File: config.mk
export PLATFORM = sky130hd
export DESIGN_NAME = uart_rx_param
export DESIGN_NICKNAME = d
export VERILOG_FILES = /design/src/rtl/uart_rx_param.sv
export SDC_FILE = /design/constraint.sdc
export NUM_CORES = 1
export LEC_CHECK = 0
export CAP_MARGIN = 10
export CORE_MARGIN = 5
export CORE_UTILIZATION = 35
export CTS_CLUSTER_DIAMETER = 50
export DETAILED_ROUTE_END_ITERATION = 10
export GPL_TIMING_DRIVEN = 0
export PLACE_DENSITY = 0.5
export SLEW_MARGIN = 20
export SYNTH_ARGS = -nofsm -noshare
export SYNTH_HDL_FRONTEND = slang
export SYNTH_SLANG_ARGS = --single-unit
export TNS_END_PERCENT = 30
File: constraint.sdc
create_clock -name clk -period 2.1 [get_ports clk]
set_input_delay 0.63 -clock clk [delete_from_list [all_inputs] [get_ports clk]]
set_output_delay 0.63 -clock clk [all_outputs]
set_load 0.02 [all_outputs]
File: src/rtl/uart_rx_param.sv
// Parametrised UART receiver: synchroniser, baud tick, 3-sample majority vote,
// false-start reject, held output register with read handshake.
// Ports: clk, rst_n (async low), ser_in, rx_rd, err_clr -> dout, rx_valid,
//        parity_err, frame_err, break_det, overrun_err (sticky), busy.
module uart_rx_param #(
  parameter int CLK_DIV     = 27,
  parameter int OVERSAMPLE  = 16,
  parameter int DATA_BITS   = 8,
  parameter int PARITY      = 0,
  parameter int STOP_BITS   = 1,
  parameter int SYNC_STAGES = 2
) (
  input  logic                 clk,
  input  logic                 rst_n,
  input  logic                 ser_in,
  input  logic                 rx_rd,
  input  logic                 err_clr,
  output logic [DATA_BITS-1:0] dout,
  output logic                 rx_valid,
  output logic                 parity_err,
  output logic                 frame_err,
  output logic                 break_det,
  output logic                 overrun_err,
  output logic                 busy
);

  localparam int DW  = $clog2(CLK_DIV) + 1;
  localparam int SW  = $clog2(OVERSAMPLE) + 1;
  localparam int BW  = $clog2(DATA_BITS + 2) + 1;
  localparam int MID = OVERSAMPLE / 2;

  localparam logic [DW-1:0] DIV_LAST = DW'(CLK_DIV - 1);
  localparam logic [SW-1:0] S_LO     = SW'(MID - 1);
  localparam logic [SW-1:0] S_MD     = SW'(MID);
  localparam logic [SW-1:0] S_HI     = SW'(MID + 1);
  localparam logic [SW-1:0] S_END    = SW'(OVERSAMPLE - 1);
  localparam logic [BW-1:0] B_DLAST  = BW'(DATA_BITS - 1);
  localparam logic [BW-1:0] B_SLAST  = BW'(STOP_BITS - 1);
  localparam logic          ODD      = (PARITY == 1);

  typedef enum logic [2:0] {
    IDLE, START, DATA, PAR, STOP, DONE, BRKWAIT
  } state_t;

  state_t                 state;
  logic [SYNC_STAGES-1:0] sync_q;
  logic [DW-1:0]          div_cnt;
  logic [SW-1:0]          sample_cnt;
  logic [BW-1:0]          bit_cnt;
  logic [DATA_BITS-1:0]   shreg;
  logic                   v0, v1;
  logic                   pe_p, fe_p, pbit0;
  logic                   line, tick, vote, exp_par, brk;

  assign line    = sync_q[SYNC_STAGES-1];
  assign tick    = (div_cnt == DIV_LAST);
  assign vote    = (v0 & v1) | (v0 & line) | (v1 & line);
  assign exp_par = (^shreg) ^ ODD;
  // fe_p doubles as "some stop bit was 0", which a break requires
  assign brk     = (shreg == '0) && fe_p && ((PARITY == 0) || pbit0);
  assign busy    = (state != IDLE);

  always_ff @(posedge clk or negedge rst_n) begin
    if (!rst_n) begin
      sync_q <= '1;
    end else begin
      sync_q <= {sync_q[SYNC_STAGES-2:0], ser_in};
    end
  end

  always_ff @(posedge clk or negedge rst_n) begin
    if (!rst_n) begin
      div_cnt <= '0;
    end else if (tick) begin
      div_cnt <= '0;
    end else begin
      div_cnt <= div_cnt + 1'b1;
    end
  end

  always_ff @(posedge clk or negedge rst_n) begin
    if (!rst_n) begin
      state       <= IDLE;
      sample_cnt  <= '0;
      bit_cnt     <= '0;
      shreg       <= '0;
      v0          <= 1'b1;
      v1          <= 1'b1;
      pe_p        <= 1'b0;
      fe_p        <= 1'b0;
      pbit0       <= 1'b0;
      dout        <= '0;
      rx_valid    <= 1'b0;
      parity_err  <= 1'b0;
      frame_err   <= 1'b0;
      break_det   <= 1'b0;
      overrun_err <= 1'b0;
    end else begin
      // defaults first; DONE below overrides (set wins)
      if (err_clr) overrun_err <= 1'b0;
      if (rx_rd) rx_valid <= 1'b0;
      if (tick && sample_cnt == S_LO) v0 <= line;
      if (tick && sample_cnt == S_MD) v1 <= line;

      unique case (state)
        IDLE: begin
          if (tick && !line) begin
            state      <= START;
            sample_cnt <= '0;
            bit_cnt    <= '0;
            pe_p       <= 1'b0;
            fe_p       <= 1'b0;
            pbit0      <= 1'b0;
          end
        end
        START: begin
          if (tick) begin
            if (sample_cnt == S_HI && vote) begin
              state <= IDLE;
            end else if (sample_cnt == S_END) begin
              state      <= DATA;
              sample_cnt <= '0;
            end else begin
              sample_cnt <= sample_cnt + 1'b1;
            end
          end
        end
        DATA: begin
          if (tick) begin
            if (sample_cnt == S_HI)
              shreg <= {vote, shreg[DATA_BITS-1:1]};
            if (sample_cnt == S_END) begin
              sample_cnt <= '0;
              if (bit_cnt == B_DLAST) begin
                bit_cnt <= '0;
                state   <= (PARITY != 0) ? PAR : STOP;
              end else begin
                bit_cnt <= bit_cnt + 1'b1;
              end
            end else begin
              sample_cnt <= sample_cnt + 1'b1;
            end
          end
        end
        PAR: begin
          if (tick) begin
            if (sample_cnt == S_HI) begin
              pe_p  <= (vote != exp_par);
              pbit0 <= !vote;
            end
            if (sample_cnt == S_END) begin
              sample_cnt <= '0;
              state      <= STOP;
            end else begin
              sample_cnt <= sample_cnt + 1'b1;
            end
          end
        end
        STOP: begin
          if (tick) begin
            if (sample_cnt == S_HI && !vote) fe_p <= 1'b1;
            // leave half a bit early so the next start edge is not missed
            if (sample_cnt == S_HI && bit_cnt == B_SLAST) begin
              state <= DONE;
            end else if (sample_cnt == S_END) begin
              sample_cnt <= '0;
              bit_cnt    <= bit_cnt + 1'b1;
            end else begin
              sample_cnt <= sample_cnt + 1'b1;
            end
          end
        end
        DONE: begin
          if (!rx_valid || rx_rd) begin
            dout       <= shreg;
            parity_err <= pe_p;
            frame_err  <= fe_p;
            break_det  <= brk;
            rx_valid   <= 1'b1;
          end else begin
            overrun_err <= 1'b1;
          end
          state <= brk ? BRKWAIT : IDLE;
        end
        BRKWAIT: begin
          if (tick && line) state <= IDLE;
        end
        default: state <= IDLE;
      endcase
    end
  end

endmodule

* Word-level counts from Yosys, hierarchy flattened *
Cells that the tools add are included.

storage, ports and cells
  bits of input ports = 5
  bits in read-only memories = 0
  output and inout bits = 14
  bits in writable memories = 0
  word-level logic and storage cells = 126
  memories = 0
  bits in latches = 0
  register bits after elaboration = 46

operators by class
  shift-type cells = 0
  mux-type cells = 43
  $lt $le $gt $ge = 0
  bitwise gates (word level) = 5
  reduce and logical (&&, ||, !) cells = 29
  multipliers = 0
  eq/ne operators = 30
  divide/modulo/power cells = 0
  add/subtract/negate cells = 3

operators with widths
  cell                                           count
  2-to-1 mux 5 bit                               13
  2-to-1 mux 3 bit                               13
  inequality test 2 bit, second input constant   15
  case mux 3 bit (7 select lines)                1
  case mux 5 bit (4 select lines)                1
  == test 5 x 4 -> 1 bit, second input constant  3
  case mux 5 bit (3 select lines)                1
  AND reduction 7 bit                            2
  2-to-1 mux 1 bit                               11
  AND reduction 11 bit                           1
  adder 5 x 1 -> 5 bit, second input constant    2
  == test 5 x 3 -> 1 bit, second input constant  2
  == test 3 bit, second input constant           3
  logical AND 1 bit                              8
  zero test 8 bit                                1
  AND reduction 4 bit                            2
  XOR reduction 8 bit                            1
  adder 6 x 1 -> 6 bit, second input constant    1
  == test 3 x 2 -> 1 bit, second input constant  2
  == test 6 x 5 -> 1 bit, second input constant  1
  2-to-1 mux 6 bit                               1
  nonzero test 3 bit                             2
  zero test 5 bit                                1
  case mux 1 bit (2 select lines)                2
  other kinds (14)                               20

* Longest topological paths before layout *
Gate-level depths: netlist of the first run.

  word-level depth = 8
  gate-level depth with buffers = 8
  gate-level depth less buffers = 7

* Worst setup path before layout of the first run *
No wires, ideal clock.

  kind = register -> register
  from = register sample_cnt[0]
  to = register bit_cnt[2]
  cell stages (with the launch flop) = 7
  buffers on the path = 0
  slack = 309 ps
  data arrival time = 1687 ps
  path through = dfrtp_1 ha_1 nand4b_2 a211oi_1 o21ai_1 or4_1 o311ai_1

on the way
  word-level cells in the longest chain between the ends = 4
  elaborated cells between the ends (all ways) = 7
  classes of those cells = eq/ne (5); reduce/logical (2)

RTL lines
  element                                 RTL line  RTL
  start: declaration                      48        logic [SW-1:0] sample_cnt;
  start signal: assignment                124       sample_cnt <= sample_cnt + 1'b1;
  start signal: assignment                141       sample_cnt <= sample_cnt + 1'b1;
  start signal: assignment                155       sample_cnt <= sample_cnt + 1'b1;
  == test 5 x 4 -> 1 bit                  163       if (sample_cnt == S_HI && bit_cnt == B_SLAST) begin
  logical AND 1 bit                       163
  inequality test 2 bit (no source line)  n/a
  AND reduction 7 bit (no source line) *  n/a
  end signal: assignment                  138       bit_cnt <= bit_cnt + 1'b1;
  end signal: assignment                  167       bit_cnt <= bit_cnt + 1'b1;
  end: declaration                        49        logic [BW-1:0] bit_cnt;

Mark *: on every way between the ends. The rest lies on a longest branch, timed or not.
A chain may end at the register's enable or synchronous reset.

* Worst setup path in the final report of the first run *
  from = register state[1]
  to = output port busy

on the way
  word-level cells in the longest chain between the ends = 1

RTL lines
  element                   RTL line  RTL
  start: declaration        45        state_t state;
  start signal: assignment  136       state <= (PARITY != 0) ? PAR : STOP;
  start signal: assignment  183       state <= brk ? BRKWAIT : IDLE;
  nonzero test 3 bit        61        assign busy = (state != IDLE);
  end: declaration          24        output logic busy

No other way between the ends.

==> results.yml, run 1 <==
status:
  status: "finished, final reports clean"
clocking:
  h-tree-depth: 2
  clk_latency_ns: 0.30
  tritoncts: "built"
  clk_path_buf_depth: 2
  root_buffer: "clkbuf_8"
  cts_buffers: 5
  cts.reportedPaths.clkPinSlew_ns: 0.09
  clock-sinks: 46
global_route:
  grt_usage_pct: 11.6
  grt_max_degree: 31
  grt.overflow.total: 0
  grt_pass1_vias: 1698
  grt_pass1_wl_mm: 8.05
  antenna_found_initial: 0
logic_synthesis:
  muxShareOfSynthArea_pct: 8.77
  yosysTopAreaCell: "dfrtp_1"
  syn_avg_cell_area_um2: 10.2
  syn_area_um2: 2400
  ys_ff_latch: 46
  synth_top_family_by_area: "simple AND/OR/NAND/NOR gates"
  synthTopCellsByCount: "dfrtp_1 (42), inv_1 (22), nand2_1 (20)"
  synth_xor_area_share_pct: 3.29
  yosysUniqueCellTypes: 46
  synth-compound-area-share_pct: 10.6
  synthArstFlopShare_pct: 100
  synth_fa_ha_area_share_pct: 6.21
  synth_cells: 235
  yosysMostFrequentCell: "dfrtp_1"
  synth_top_area_share_pct: 43.8
  syn_nets: 251
  ys.flop_type: "dfrtp_1"
  ys_warn_count: 0
  seq_area_frac_synth_pct: 48.2
  synth.area.top_cells: "dfrtp_1 (44%), mux2_2 (7.5%), ha_1 (5.7%), dfstp_2 (4.4%), o21ai_0 (3.5%)"
  synth_edf_count: 0
  synth_simple_gate_area_share_pct: 18.1
power:
  leakage_nw: 1.25
  p_per_area_nw_per_um2: 569
  vdd_drop_max_uv: 271
placement:
  place_ws_ns: -0.104
  io_buffer_count: 18
  dp.cells: 334
  dpl_cell_area_um2: 2690
  place_hpwl_mm: 3.31
  place_congestion: 0.813
detailed_routing:
  drc: 0
  vias: 1729
  wl_per_cell_um: 13.4
  firstDrtPassIters: 4
  antenna_left: 0
  routed_wl_mm: 4.59
  via_per_inst: 5.06
  initialDrtViolationCount: 57
die:
  die-area_um2: 8600
  rows: 30
  die_w_um: 92.8
  die_h_um: 92.8
  core_um2: 6720
  start_util_pct: 35.7
  boundaryPins: 19
timing:
  maxSlewViolCount: 0
  period_needed_ns: 2.02
  worstMarginPinSlew_ns: 0.534
  setup-violations-final: 0
  slew_headroom_pct: 64.2
  setup_ws_ns: 0.0768
  hold_viol: 0
  finalSetupTns_ns: 0
  fin_skew_ns: 0.00691
  max_freq_mhz: 494
  rsz0062_at_grt: "yes"
  min_period_over_period_pct: 96.3
setup_path:
  r2r-start: "sample_cnt[0]$_DFFE_PN0P_"
  critPathKind: "register to output pin"
  path_max_fanout: 8
  arrival_ns: 1.39
  cp-startpoint: "state[1]$_DFFE_PN0P_"
  crit_required_ns: 1.47
  end_kind: "output pin"
  startpoint_type: "register"
final_layout:
  final_area_um2: 2830
  layout-drive-gt1-share_pct: 16.4
  fin_nets: 277
  antenna_cells: 0
  area_growth_pct: 18.0
  fin_cells: 342
hold_path:
  hold_class: "input port to async pin"
flow_run:
  cap_violations: 0
## metal layers
metal	up-vias	global-route usage (%)	part of all wire, %
met5	-	0	0
met4	0	4.76	1.2
met3	6	2.19	3.4
met2	23	18.5	46
met1	833	15.3	49
li1	867	-	-
## cells in the final DEF (no fill, tap or decap), types with 2 or more instances in the layout
master	n
o21a_1	2
clkbuf_1	5
nand2b_1	6
nor3_1	3
nor4_1	2
dfrtp_1	41
o22ai_1	2
nand3b_1	3
o211ai_1	2
nor3_2	2
inv_1	22
a21oi_1	3
nor2b_1	4
or4_1	2
nand2_1	20
and3_1	3
xor2_1	2
clkdlybuf4s50_1	16
mux2i_1	3
nand3_1	14
buf_2	3
ha_1	11
nand4_1	2
nor2_1	10
o21ai_0	17
xnor2_1	7
o31ai_1	4
clkbuf_8	5
mux2_2	16
dfstp_2	4
## sequential cells by signal, indices dropped and copies added, names as in the netlist
name         count
overrun_err      1
div_cnt          6
sync_q           2
parity_err       1
state            3
v1               1
bit_cnt          5
shreg            8
break_det        1
sample_cnt       5
frame_err        1
fe_p             1
dout             8
v0               1
rx_valid         1
pe_p             1
## logic make-up (layout without fill, tap and decap cells)
family / Yosys count / count (layout)
AO/OA/AOI/OAI: 40 / 40
XOR/XNOR: 9 / 9
adder cells (fa/ha/maj): 12 / 12
buffers and inverters: 30 / 57
flip-flops: 46 / 46
multiplexers: 19 / 19
AND/OR/NAND/NOR: 79 / 79
## where the power goes
| part | switching, mW | internal [mW] | total, mW |
|---|---|---|---|
| logic | 0.0317 | 0.0182 | 0.0498 |
| clock network | 0.310 | 0.355 | 0.666 |
| registers | 0.00372 | 0.890 | 0.893 |
## final timing paths
check	endpoint	slack, ns	cells after the start
hold / removal	pe_p$_DFFE_PN0P_	0.25	1
min in group clk	sync_q[1]$_DFF_PN1_	0.36	0
setup reg to reg	bit_cnt[2]$_DFFE_PN0P_	0.11	6
max in group asynchronous	sync_q[1]$_DFF_PN1_	1.28	2
hold reg to reg	sync_q[1]$_DFF_PN1_	0.36	0
setup / recovery	busy	0.08	3
## what timing repair did
item / CTS / global route
resized for setup: 4 / 5
pin swaps: 1 / 2
buffers inserted: 0 / 1
hold buffers: 0 / 0
setup endpoints to repair: 1 / 17
## area by class of cell
type,instances,area (um2)
Buffer,7,30.0
Clock buffer,6,72.6
Clock inverter,2,37.5
Fill cell,667,3890
Inverter,22,82.6
Multi-Input combinational cell,159,1150
Sequential cell,46,1160
Tap cell,80,100
Timing Repair Buffer,20,201
## critical path: stages (launching register included)
cell and delay [ns]:
dfrtp_1 0.46, nor2_4 0.22, nand2_1 0.10, dlygate4sd2_1 0.32
## through the flow
stage / hold slack (ns) / util [%] / total power [mW]
2_1_floorplan: 0.334 / - / 0.925
5_1_grt: 0.277 / 42.1 / 1.68
3_3_place_gp: 0.346 / 39.9 / 0.958
6_report: 0.250 / 42.1 / 1.61
3_5_place_dp: 0.347 / 40.1 / 0.961
4_1_cts: 0.260 / 41.8 / 1.64
No activity file was read; power rests on OpenSTA's default activity.
==> inputs of run 2 (changes only) <==
--- a/config.mk
+++ b/config.mk
@@ -8,6 +8,7 @@
 export CAP_MARGIN = 10
 export CORE_MARGIN = 5
 export CORE_UTILIZATION = 35
+export CTS_BUF_LIST = sky130_fd_sc_hd__clkbuf_4 sky130_fd_sc_hd__clkbuf_8
 export CTS_CLUSTER_DIAMETER = 50
 export DETAILED_ROUTE_END_ITERATION = 10
 export GPL_TIMING_DRIVEN = 0
==> constraint.sdc (replaced) <==
create_clock -name clk -period 2.57 [get_ports clk]
set_input_delay 0.771 -clock clk [delete_from_list [all_inputs] [get_ports clk]]
set_output_delay 0.771 -clock clk [all_outputs]
set_load 0.02 [all_outputs]
==> run 2 against run 1 <==
Against the previous run:
- global-route usage is essentially flat
- critical path type unchanged
- critical endpoint unchanged
- non-clock buffer count shrank 1
- first-iteration DRC count grew 3.5%
- highest routed layer unchanged
- cell area shrank 0.66%
- total power shrank 18%
- register-to-register slack gained 0.39 ns
- via count shrank 0.58%
==> results.yml, run 2 (synthesis gave the netlist of run 1 again) <==
clocking:
  post_cts_buffers: 0
  h-tree-depth: 2
  cts_buffers: 5
  clk_latency_ns: 0.30
  cts_hold_buf: 0
  tritoncts: "built"
  root_buffer: "clkbuf_8"
  cts.reportedPaths.clkPinSlew_ns: 0.08
  clk_path_buf_depth: 2
  clock-sinks: 46
timing:
  max_freq_mhz: 417
  fin_skew_ns: 0.00710
  period_needed_ns: 2.40
  setup-violations-final: 0
  rsz0062_at_grt: "no"
  hold_viol: 0
  slew_headroom_pct: 64.3
  min_period_over_period_pct: 93.4
  worstMarginPinSlew_ns: 0.531
  finalSetupTns_ns: 0
  maxSlewViolCount: 0
global_route:
  grt_pass1_wl_mm: 8.03
  antenna_found_initial: 0
  grt_usage_pct: 11.5
  grt_max_degree: 31
  grt_pass1_vias: 1694
  grt.overflow.total: 0
power:
  p_total_mw: 1.32
  p_per_area_nw_per_um2: 471
  leakage_nw: 1.23
  vdd_drop_max_uv: 225
hold_path:
  min-delay-start: "sync_q[0]$_DFF_PN1_"
  hold_class: "register to register"
placement:
  place_congestion: 0.813
  io_buffer_count: 18
  place_hpwl_mm: 3.31
final_layout:
  final_common_cell: "dfrtp_1"
  antenna_cells: 0
  layout-drive-gt1-share_pct: 14.6
  area_growth_pct: 17.2
  nFillCells: 670
  final_cell_mix: "dfrtp_1 (42), inv_1 (22), nand2_1 (20)"
  reg_top3: "dout (8), shreg (8), div_cnt (6)"
  fin_nets: 276
setup_path:
  reg2reg_depth: 7
  startpoint_type: "register"
  crit_required_ns: 1.80
  endpoint: "busy"
  r2r-start: "div_cnt[0]$_DFF_PN0_"
  reg2reg_to: "bit_cnt[2]$_DFFE_PN0P_"
  path_max_fanout: 8
  cp-startpoint: "state[1]$_DFFE_PN0P_"
  reg2reg_slack_ns: 0.50
  end_kind: "output pin"
  critPathKind: "register to output pin"
  arrival_ns: 1.63
detailed_routing:
  vias: 1719
  antenna_left: 0
  routed_wl_mm: 4.56
  drc: 0
  via_per_inst: 5.04
  firstDrtPassIters: 4
  wl_per_cell_um: 13.4
  initialDrtViolationCount: 59
die:
  boundaryPins: 19
  die_h_um: 92.8
  die-area_um2: 8600
  start_util_pct: 35.7
  rows: 30
  core_um2: 6720
  die_w_um: 92.8
flow_run:
  cap_violations: 0
status:
  status: "finished, final reports clean"
[run 2: area by class of cell]
type	instances	area, um2	share of cell area, %
sequential	46	1160	41.1
multi-input combinational	159	1130	40.3
timing repair buffer	19	195	6.95
tap	80	100	3.56
inverter	22	82.6	2.94
clock buffer	6	76.3	2.72
clock inverter	2	37.5	1.34
buffer	7	28.8	1.02
[run 2: worst min-delay path by stage]
stage / to / cells after the start
floorplan: sync_q[1]$_DFF_PN1_ / 0
global placement: sync_q[1]$_DFF_PN1_ / 0
detailed placement: sync_q[1]$_DFF_PN1_ / 0
CTS: sync_q[1]$_DFF_PN1_ / 0
global route: sync_q[1]$_DFF_PN1_ / 0
finish: sync_q[1]$_DFF_PN1_ / 0
[run 2: timing repair]
item / 4_1_cts / 5_1_grt
setup endpoints to repair: 1 / 1
gates cloned: 0 / 0
resized for setup: 1 / 1
[run 2: routing by layer]
| layer | global-route usage (%) | wire, um | share of wire [%] |
|---|---|---|---|
| met4 | 4.76 | 47 | 1.0 |
| met1 | 15.3 | 2250 | 49 |
| met5 | 0 | 0 | 0 |
| met2 | 18.4 | 2100 | 46 |
| met3 | 2.19 | 154 | 3.4 |
[run 2: through the flow]
stage          util, %  hold slack [ns]  cells  worst slack [ns]  area (um2)
6_report          41.8            0.360    341             0.170        2810
4_1_cts           41.8            0.360    342           0.00728        2810
3_5_place_dp      40.1            0.347    334             0.225        2690
2_1_floorplan        -            0.345    235             0.779        2400
3_3_place_gp      39.9            0.346    333            -0.690        2680
5_1_grt           41.8            0.370    341            0.0818        2810
[run 2: report_power, final]
group | total [mW] | internal (mW) | switching (mW)
clock network | 0.554 | 0.301 | 0.253
logic | 0.0399 | 0.0148 | 0.0251
registers | 0.730 | 0.727 | 0.00306
[run 2: critical path, cell delays in order (launching register included)]
cell             delay [ns]
dfrtp_1                0.46
nor2_4                 0.24
nand2_1                0.09
clkdlybuf4s50_1        0.54
==> inputs of run 3 (changes only) <==
--- a/config.mk
+++ b/config.mk
@@ -12,7 +12,8 @@
 export CTS_CLUSTER_DIAMETER = 50
 export DETAILED_ROUTE_END_ITERATION = 10
 export GPL_TIMING_DRIVEN = 0
-export PLACE_DENSITY = 0.5
+export PLACE_DENSITY_LB_ADDON = 0.2
+export RECOVER_POWER = 50
 export SLEW_MARGIN = 20
 export SYNTH_ARGS = -nofsm -noshare
 export SYNTH_HDL_FRONTEND = slang
==> constraint.sdc (replaced) <==
create_clock -name clk -period 2.25 [get_ports clk]
set_input_delay 0.675 -clock clk [delete_from_list [all_inputs] [get_ports clk]]
set_output_delay 0.675 -clock clk [all_outputs]
set_load 0.02 [all_outputs]
==> run 3 against run 2 <==
Against the previous run:
- sequential share of layout area rose by 0.055 points
- critical path depth unchanged
- utilization decreased by 0.056 points
- total power rose by 14%
- routed wire length rose by 0.18%
- first-iteration DRC count down 17%
- sequential power rose by 14%
- critical path type unchanged
- via count decreased by 0.76%
==> results.yml, run 3 (synthesis gave the netlist of run 1 again) <==
clocking:
  h-tree-depth: 2
  cts_buffers: 5
  cts.reportedPaths.clkPinSlew_ns: 0.09
  root_buffer: "clkbuf_8"
  clk_latency_ns: 0.31
  cts_hold_buf: 0
  clock-sinks: 46
  tritoncts: "built"
  post_cts_buffers: 0
  clk_path_buf_depth: 2
flow_run:
  cap_violations: 0
final_layout:
  final_area_um2: 2810
  layout-drive-gt1-share_pct: 14.6
  antenna_cells: 0
  fin_cells: 341
  final_core_util_pct: 41.8
  final_common_cell: "dfrtp_1"
  final_cell_mix: "dfrtp_1 (42), inv_1 (22), nand2_1 (20)"
  reg_top3: "dout (8), shreg (8), div_cnt (6)"
  area_growth_pct: 17.1
  fin_nets: 276
power:
  leakage_nw: 1.25
  vdd_drop_max_uv: 235
  p_total_mw: 1.51
  p_per_area_nw_per_um2: 539
hold_path:
  min-delay-start: "sync_q[0]$_DFF_PN1_"
  worstHoldEndpoint: "sync_q[1]$_DFF_PN1_"
  hold_class: "register to register"
  hold_depth: 0
timing:
  finalSetupTns_ns: 0
  hold_viol: 0
  max_freq_mhz: 470
  period_needed_ns: 2.13
  slew_headroom_pct: 40.4
  min_period_over_period_pct: 94.5
  worstMarginPinSlew_ns: 0.894
  setup_ws_ns: 0.123
  fin_skew_ns: 0.00851
  hold-worst-slack_ns: 0.358
  setup-violations-final: 0
  maxSlewViolCount: 0
  rsz0062_at_grt: "no"
placement:
  place_hpwl_mm: 3.24
  place_congestion: 0.776
  place_ws_ns: -0.00309
  dp.cells: 334
  io_buffer_count: 18
  dpl_cell_area_um2: 2690
detailed_routing:
  vias: 1706
  firstDrtPassIters: 4
  initialDrtViolationCount: 49
  drc: 0
  wl_per_cell_um: 13.4
  routed_wl_mm: 4.57
  via_per_inst: 5.00
  antenna_left: 0
setup_path:
  reg2reg_depth: 7
  slowest_stage: "dfrtp_1"
  path_max_fanout: 8
  end_kind: "output pin"
  startpoint_type: "register"
  crit_required_ns: 1.57
  reg2reg_to: "sample_cnt[0]$_DFFE_PN0P_"
  reg2reg_slack_ns: 0.19
  crit_chain: "nor2_4 > nand2_1 > dlygate4sd2_1"
  critPathTopFamily: "flip-flops"
  slowest_delay_ns: 0.47
  critPathKind: "register to output pin"
  path_buf_inv: 1
  arrival_ns: 1.45
  r2r-start: "div_cnt[0]$_DFF_PN0_"
die:
  core_um2: 6720
  start_util_pct: 35.7
  rows: 30
  die_w_um: 92.8
  die-area_um2: 8600
  boundaryPins: 19
  die_h_um: 92.8
status:
  status: "finished, final reports clean"
global_route:
  grt_pass1_vias: 1661
  antenna_found_initial: 0
  grt_pass1_wl_mm: 8.00
  grt.overflow.total: 0
  grt_usage_pct: 11.5
  grt_max_degree: 32
[run 3: cell count changes in the layout (fill, tap and decap cells not counted)]
cell and change:
nor3_2 +1, dlygate4sd2_1 +1, nand4b_2 -1, clkbuf_2 +1
dlygate4sd3_1 +2, buf_12 -1, clkdlybuf4s50_1 -3, clkbuf_1 +1
nor3_1 -1, buf_2 -1, nand4b_4 +1
[run 3: timing repair]
action | in CTS | in global routing
gates resized for setup | 3 | 2
pin swaps | 0 | 0
setup endpoints to repair | 1 | 5
endpoints found under the hold margin | 0 | 0
[run 3: metal layers]
layer	wire, um	GRT usage (%)	up-vias
met5	0	0	-
met4	87	4.88	0
met3	156	2.92	9
met2	1990	16.9	23
met1	2330	16.0	810
li1	-	-	864
[run 3: worst max-delay path by stage]
stage | slack (ns) | cells past startpoint | endpoint | from
floorplan | 0.46 | 6 | bit_cnt[2]$_DFFE_PN0P_ | sample_cnt[0]$_DFFE_PN0P_
global placement | -0.88 | 1 | dout[6]$_DFFE_PN0P_ | rst_n
detailed placement | -0.003 | 3 | busy | state[1]$_DFFE_PN0P_
CTS | 0.12 | 3 | busy | state[1]$_DFFE_PN0P_
global route | 0.03 | 6 | bit_cnt[2]$_DFFE_PN0P_ | sample_cnt[0]$_DFFE_PN0P_
finish | 0.12 | 3 | busy | state[1]$_DFFE_PN0P_
[run 3: final cells by class]
cell class | instances | area, um2
Fill cell | 653 | 3910
Clock buffer | 6 | 76.3
Buffer | 7 | 28.8
Clock inverter | 2 | 37.5
Timing Repair Buffer | 19 | 178
Inverter | 22 | 82.6
Sequential cell | 46 | 1160
Tap cell | 80 | 100
Multi-Input combinational cell | 159 | 1150
[run 3: power by group]
group          internal (mW)  switching [mW]
Clock                  0.344           0.294
Combinational         0.0124          0.0284
Sequential             0.830         0.00361
Total                   1.19           0.326
